===== src/rtl/game_menu_select.sv =====
// Menu-screen renderer and cursor selector in the vga_clk_25 domain.
// Optional per-frame highlight blink is enabled by defining MENU_BLINK_EN.
module game_menu_select #(
  parameter int          NUM_ITEMS    = 4,
  parameter int          ITEM_X       = 258,
  parameter int          ITEM_Y0      = 210,
  parameter int          ITEM_PITCH   = 30,
  parameter int          ITEM_W       = 120,
  parameter int          ITEM_H       = 24,
  parameter int          DEFAULT_SEL  = 0,
  parameter int          BLINK_FRAMES = 30,
  parameter logic [15:0] FG_COLOR     = 16'h0000,
  parameter logic [15:0] HL_COLOR     = 16'h001F,
  parameter logic [15:0] BG_COLOR     = 16'hFFFF,
  parameter int          IDX_W        = $clog2(NUM_ITEMS),
  parameter int          ADDR_W       = $clog2(NUM_ITEMS * ITEM_H)
) (
  input  logic              vga_clk_25,
  input  logic              rst_n,
  input  logic [9:0]        pixel_xpos,
  input  logic [9:0]        pixel_ypos,
  input  logic              menu_en,
  input  logic              key_up,
  input  logic              key_down,
  input  logic              key_ok,
  output logic [ADDR_W-1:0] glyph_addr,
  input  logic [ITEM_W-1:0] glyph_bits,
  output logic [15:0]       pixel_data,
  output logic [IDX_W-1:0]  sel_item,
  output logic              sel_valid,
  output logic [IDX_W-1:0]  cur_idx,
  output logic [1:0]        dbg_state
);

  localparam int BIT_W = $clog2(ITEM_W);
  localparam int CNT_W = (BLINK_FRAMES > 1) ? $clog2(BLINK_FRAMES) : 1;

  localparam logic [10:0]      X_LO    = 11'(ITEM_X);
  localparam logic [10:0]      X_HI    = 11'(ITEM_X + ITEM_W);
  localparam logic [10:0]      ROW_H   = 11'(ITEM_H);
  localparam logic [10:0]      BIT_TOP = 11'(ITEM_W - 1);
  localparam logic [IDX_W-1:0] DEF_IDX = IDX_W'(DEFAULT_SEL);
  localparam logic [IDX_W-1:0] LAST_IDX = IDX_W'(NUM_ITEMS - 1);

  typedef enum logic [1:0] {
    S_IDLE   = 2'd0,
    S_BROWSE = 2'd1,
    S_LOCKED = 2'd2
  } state_t;

  // ---------------- region decode (combinational from live coordinates)
  logic [10:0]       x_ext, y_ext, x_off, y_off, row_top;
  logic              in_region;
  logic [IDX_W-1:0]  item_idx;
  logic [BIT_W-1:0]  bit_idx;
  logic [ADDR_W-1:0] addr_c;

  always_comb begin
    x_ext     = {1'b0, pixel_xpos};
    y_ext     = {1'b0, pixel_ypos};
    x_off     = x_ext - X_LO;
    bit_idx   = BIT_W'(BIT_TOP - x_off);
    in_region = 1'b0;
    item_idx  = '0;
    y_off     = '0;
    addr_c    = '0;
    row_top   = '0;
    for (int i = 0; i < NUM_ITEMS; i++) begin
      row_top = 11'(ITEM_Y0 + i * ITEM_PITCH);
      if (x_ext >= X_LO && x_ext < X_HI &&
          y_ext >= row_top && y_ext < row_top + ROW_H) begin
        in_region = 1'b1;
        item_idx  = IDX_W'(i);
        y_off     = y_ext - row_top;
        addr_c    = ADDR_W'(i * ITEM_H) + ADDR_W'(y_off);
      end
    end
  end

  assign glyph_addr = addr_c;

  // ---------------- frame start detection
  logic origin, origin_q, frame_start;

  assign origin      = (pixel_xpos == 10'd0) && (pixel_ypos == 10'd0);
  assign frame_start = origin && !origin_q;

  always_ff @(posedge vga_clk_25 or negedge rst_n) begin
    if (!rst_n) origin_q <= 1'b0;
    else        origin_q <= origin;
  end

  // ---------------- cursor FSM
  // sel_valid is a one-cycle strobe qualifying sel_item; there is no ready,
  // the consumer must take sel_item in the cycle sel_valid is high.
  state_t           state_q, state_d;
  logic [IDX_W-1:0] cur_d, sel_d;
  logic             sel_valid_d;

  always_comb begin
    state_d     = state_q;
    cur_d       = cur_idx;
    sel_d       = sel_item;
    sel_valid_d = 1'b0;
    if (!menu_en) begin
      state_d = S_IDLE;
      cur_d   = DEF_IDX;
    end else begin
      case (state_q)
        S_IDLE: begin
          state_d = S_BROWSE;
          cur_d   = DEF_IDX;
        end
        S_BROWSE: begin
          if (key_ok) begin
            state_d     = S_LOCKED;
            sel_d       = cur_idx;
            sel_valid_d = 1'b1;
          end else if (key_up && !key_down) begin
            cur_d = (cur_idx == '0) ? LAST_IDX : cur_idx - IDX_W'(1);
          end else if (key_down && !key_up) begin
            cur_d = (cur_idx == LAST_IDX) ? '0 : cur_idx + IDX_W'(1);
          end
        end
        S_LOCKED: begin
          state_d = S_LOCKED;
        end
        default: state_d = S_IDLE;
      endcase
    end
  end

  always_ff @(posedge vga_clk_25 or negedge rst_n) begin
    if (!rst_n) begin
      state_q   <= S_IDLE;
      cur_idx   <= DEF_IDX;
      sel_item  <= DEF_IDX;
      sel_valid <= 1'b0;
    end else begin
      state_q   <= state_d;
      cur_idx   <= cur_d;
      sel_item  <= sel_d;
      sel_valid <= sel_valid_d;
    end
  end

  assign dbg_state = state_q;

  // Highlighted row only changes on a frame boundary to avoid tearing.
  logic [IDX_W-1:0] disp_idx;

  always_ff @(posedge vga_clk_25 or negedge rst_n) begin
    if (!rst_n)           disp_idx <= DEF_IDX;
    else if (!menu_en)    disp_idx <= DEF_IDX;
    else if (frame_start) disp_idx <= cur_idx;
  end

  // ---------------- highlight blink
  logic hl_on;

`ifdef MENU_BLINK_EN
  logic [CNT_W-1:0] blink_cnt;
  logic             blink_phase;

  always_ff @(posedge vga_clk_25 or negedge rst_n) begin
    if (!rst_n) begin
      blink_cnt   <= '0;
      blink_phase <= 1'b1;
    end else if (!menu_en) begin
      blink_cnt   <= '0;
      blink_phase <= 1'b1;
    end else if (frame_start) begin
      if (blink_cnt == CNT_W'(BLINK_FRAMES - 1)) begin
        blink_cnt   <= '0;
        blink_phase <= ~blink_phase;
      end else begin
        blink_cnt <= blink_cnt + CNT_W'(1);
      end
    end
  end

  assign hl_on = blink_phase || (state_q == S_LOCKED);
`else
  assign hl_on = 1'b1;
`endif

  // ---------------- pixel pipeline: decode travels alongside the ROM read
  logic             region_q;
  logic [IDX_W-1:0] item_q;
  logic [BIT_W-1:0] bit_q;

  always_ff @(posedge vga_clk_25 or negedge rst_n) begin
    if (!rst_n) begin
      region_q <= 1'b0;
      item_q   <= '0;
      bit_q    <= '0;
    end else begin
      region_q <= in_region && menu_en;
      item_q   <= item_idx;
      bit_q    <= bit_idx;
    end
  end

  always_ff @(posedge vga_clk_25 or negedge rst_n) begin
    if (!rst_n) begin
      pixel_data <= BG_COLOR;
    end else if (region_q && glyph_bits[bit_q]) begin
      pixel_data <= (item_q == disp_idx && hl_on) ? HL_COLOR : FG_COLOR;
    end else begin
      pixel_data <= BG_COLOR;
    end
  end

endmodule


===== config.mk =====
export PLATFORM = sky130hd
export DESIGN_NAME = game_menu_select
export DESIGN_NICKNAME = d
export VERILOG_FILES = /design/src/rtl/game_menu_select.sv
export SDC_FILE = /design/constraint.sdc
export NUM_CORES = 1
export LEC_CHECK = 0
export CORE_MARGIN = 2
export CORE_UTILIZATION = 62
export CTS_BUF_LIST = sky130_fd_sc_hd__clkbuf_4 sky130_fd_sc_hd__clkbuf_8
export DETAILED_ROUTE_END_ITERATION = 16
export DONT_BUFFER_PORTS = 1
export PLACE_DENSITY = 0.78
export SETUP_SLACK_MARGIN = 0.4
export SKIP_CTS_REPAIR_TIMING = 1
export SYNTH_ARGS = -nofsm -noshare
export SYNTH_HDL_FRONTEND = slang
export SYNTH_SLANG_ARGS = --single-unit

===== constraint.sdc =====
create_clock -name vga_clk_25 -period 2.6 [get_ports vga_clk_25]
set_clock_uncertainty 0.15 [all_clocks]
set_input_delay 0.26 -clock vga_clk_25 [delete_from_list [all_inputs] [get_ports vga_clk_25]]
set_output_delay 0.26 -clock vga_clk_25 [all_outputs]
set_load 0.005 [all_outputs]

* After elaboration in Yosys (flattened, before gate mapping) *
Cells that the tools add are included.
Widths: inputs -> output; s select.

cells by class
  add/subtract/negate cells = 11
  order comparisons = 11
  equality and inequality tests = 9
  multiplexer cells = 30
  reductions and logical operators = 24

operators by type and width
  kind                 number
  $lt 10x9->1 const B  4
  $ge 10x9->1 const B  3
  $mux 7               4
  $mux 2               12
  $ge 10x8->1 const B  2
  $logic_not 10->1     2
  $mux 16              1
  $logic_and 1x1->1    15
  $sub 7x7->7 const B  2
  $lt 10x8->1 const B  1
  $mux 1               9
  $lt 7x8->1 const B   1
  $add 5x7->7 const A  1
  $add 6x7->7 const A  1
  $add 7x7->7 const A  1
  $bmux 1 s7           1
  $sub 7x2->7 const B  1
  $sub 7x4->7 const B  1
  $sub 7x6->7 const B  1
  $sub 7x7->7 const A  1
  $ne 3x3->1 const B   2
  $pmux 2 s3           1
  $reduce_and 3->1     2
  $mux 5               1
  other kinds (11)     15

word-level totals
  register bits after elaboration = 36
  bits of input ports = 146
  logic and storage cells = 95

* Longest topological paths before layout *
  word-level depth = 9
  mapped depth = 9
  mapped depth without buffers = 8

* Worst setup path after synthesis *
OpenSTA, ideal clock, no wires.

  path kind = input-to-output
  from = input pixel_ypos[3]
  to = output glyph_addr[5]
  arrival = 1.965 ns
  required time = 2.190 ns
  setup slack = 0.225 ns
  cell stages on the path = 8
  path buffers = 0
  path through = inv_1 ha_1 and3b_1 o41ai_1 a21o_1 a211oi_1 or4_1 and3_1

between the ends
  longest elaborated chain between the ends = 7
  elaborated cells between the ends (all ways) = 27
  classes of those cells = 7 x add/sub; 8 x order compare; 4 x mux; 8 x reduce/logical

RTL lines
  element                                              RTL line  text
  start: declaration                                   21        input logic [9:0] pixel_ypos,
  branches (longest 6 deep; another with $sub 7x7->7)  -
  $mux 7 (*)                                           70        if (x_ext >= X_LO && x_ext < X_HI &&
  end: declaration                                     26        output logic [ADDR_W-1:0] glyph_addr,

Mark *: on every way between the ends.

* Final worst setup path *
Ends and elaborated chain as after synthesis.

==> flow_summary.ini <==
[setup_path]
critPathLaunchType = input pin
arrival_ps = 2060
critPathKind = in2out
required_ps = 2190
endpoint_kind = primary output
path_max_fanout = 8

[route]
wl_per_cell_um = 21.7
vias = 2565
vias_per_cell = 7.07
initialDrtViolationCount = 99
drt-total-wl_mm = 7.89
drc = 0
ant_nets = 0
dr.pass1.iters = 4

[placed_design]
port_buffers = 0
dp_slack_ps = 159
place.gp.congestion = 0.927
dp_hpwl_mm = 6.10

[die]
start_util = 0.637
rows = 25
die_area_sq_um = 5360
die_y_um = 73.2
design.core.area_sq_um = 4660
ios = 176
die_x_um = 73.2

[timing]
hold_viol = 0
fin_tns_setup_ps = 0
setup_ws_ps = 135
period_needed_ps = 2470
clock.fmax_ghz = 0.406
tightest_slew_ps = 419
fin_crit_sh = 0.948
rsz0062_at_grt = true
slew_viol_final = 0
finalSetupViolCount = 0
slew_headroom = 0.713

[min_path]
hold_path.class = in2reg

[yosys]
synth_area_sq_um = 2970
ys_ff_latch = 22
ys.flop_type = dfrtp_1
yosysWarnings = 0
synth-seq-area-share = 0.186
syn_nets = 479
avgSynthCellArea_sq_um = 9.49
syn_inst = 313
synth_edf_count = 0
ys_async_sr_fraction = 1.00
yosysUniqueCellTypes = 64

[global_routing]
antenna_found_initial = 0
track_usage = 0.269
grt_pass1_wl_mm = 11.2
grt_overflow = 0
grt_max_degree = 33
grt_pass1_vias = 2339

[clocking]
clkSinkCount = 22
clk_pin_slew_ps = 80
cts_tree = built
clockBufferDepth = 2
h-tree-depth = 1
cts_made_buffers = 3
cts_root_buf = clkbuf_8
clock_latency_ps = 260

[run_status]
outcome = finished, final reports clean

[flow_run]
max-cap-violations = 0

[power_and_ir_drop]
leakage_nw = 1.29
peakVddDrop_mv = 0.264
p_per_area_nw_per_um2 = 384

[final_layout]
drive_gt1_frac = 0.236
n_antenna_cell = 0
syn_to_final_growth_pct = 9.10
nets = 476
[critical path, cell delays in order]
cell and delay, ps:
clkinvlp_4 140, ha_4 200, and3b_1 180, o41ai_2 280, a21o_1 240, a211oi_1 120
or4_1 470, and3_1 170
[through the flow]
stage	total power [mW]	hold slack [ps]	area (sq um)	utilization	std cells
finish	1.24	38.3	3240	0.695	363
detailed placement	0.891	-185	2900	0.622	340
global placement	0.879	-185	2900	0.622	340
floorplan	0.817	-186	2980	-	313
CTS	1.21	-476	2970	0.638	344
global route	1.34	45.8	3240	0.695	363
[cell type report]
cell class	instances	area (sq um)
fillers	369	1420
inverters	18	75.1
flip-flops and latches	22	556
clock buffers	3	41.3
multi-input cells	239	2210
repair buffers	26	259
clock inverters	1	30.0
well taps	54	67.6
[cell families (layout without fill, tap and decap cells)]
family,count (synthesis),count (layout),share of synthesized area
fa+ha+maj,20,20,0.0843
flops,22,22,0.186
mux,51,51,0.267
xor+xnor,9,9,0.0265
compound gates,65,65,0.164
buf+inv,52,48,0.0936
simple gates,94,94,0.179
[cell usage in the layout, fill, tap and decap left out, drive strengths merged, types with 11 or more instances in the layout]
cell	n
buf	18
dfrtp	20
ha	20
inv	15
mux2i	24
mux4	22
nand2	24
nor2	11
nor2b	11
o21ai	11
[flip-flops by register name, summed over array words and instances, names as in the netlist, 2 cells and up]
name	count
bit_q	7
cur_idx	2
dbg_state	2
disp_idx	2
item_q	2
pixel_data	2
sel_item	2
[layer usage]
metal  global-route usage  routed length (um)  part of all wire  vias up
li1                     -                   -                 -     1175
met3               0.0497                 600             0.076       10
met2                0.515                4290              0.54      125
met5                    0                   0                 0        -
met1                0.302                2890              0.37     1255
met4               0.0658                 108             0.014        0
[Yosys cell counts, drive strengths merged (6+ instances only)]
cell | number | area (sq um)
buf | 26 | 180
mux2i | 24 | 240
nand2 | 24 | 90.1
mux4 | 22 | 495
dfrtp | 20 | 500
ha | 20 | 250
inv | 17 | 63.8
nor2 | 11 | 41.3
nor2b | 11 | 68.8
o21ai | 11 | 55.1
clkbuf | 8 | 30.0
nand3b | 7 | 52.6
nand4 | 6 | 37.5
o2111ai | 6 | 52.6
[final timing paths]
check | startpoint | endpoint | slack (ps) | cells after the start
worst max-delay path | pixel_ypos[3] | glyph_addr[5] | 130 | 8
worst min-delay path | pixel_xpos[2] | bit_q[2] | 40 | 2
worst max register to register | bit_q[0] | pixel_data[4] | 380 | 6
worst min register to register | sel_item[0] | sel_item[0] | 380 | 2
max in group asynchronous | rst_n | pixel_data[4] | 1820 | 2
min in group asynchronous | rst_n | item_q[1] | 270 | 2
[power breakdown]
group          leakage [nW]  internal, mW  switching (mW)
combinational         0.970         0.249           0.230
sequential            0.279         0.388          0.0611
clock                0.0357         0.206           0.110
total                  1.29         0.843           0.401
Note: power is estimated with default switching activity, not from simulation.
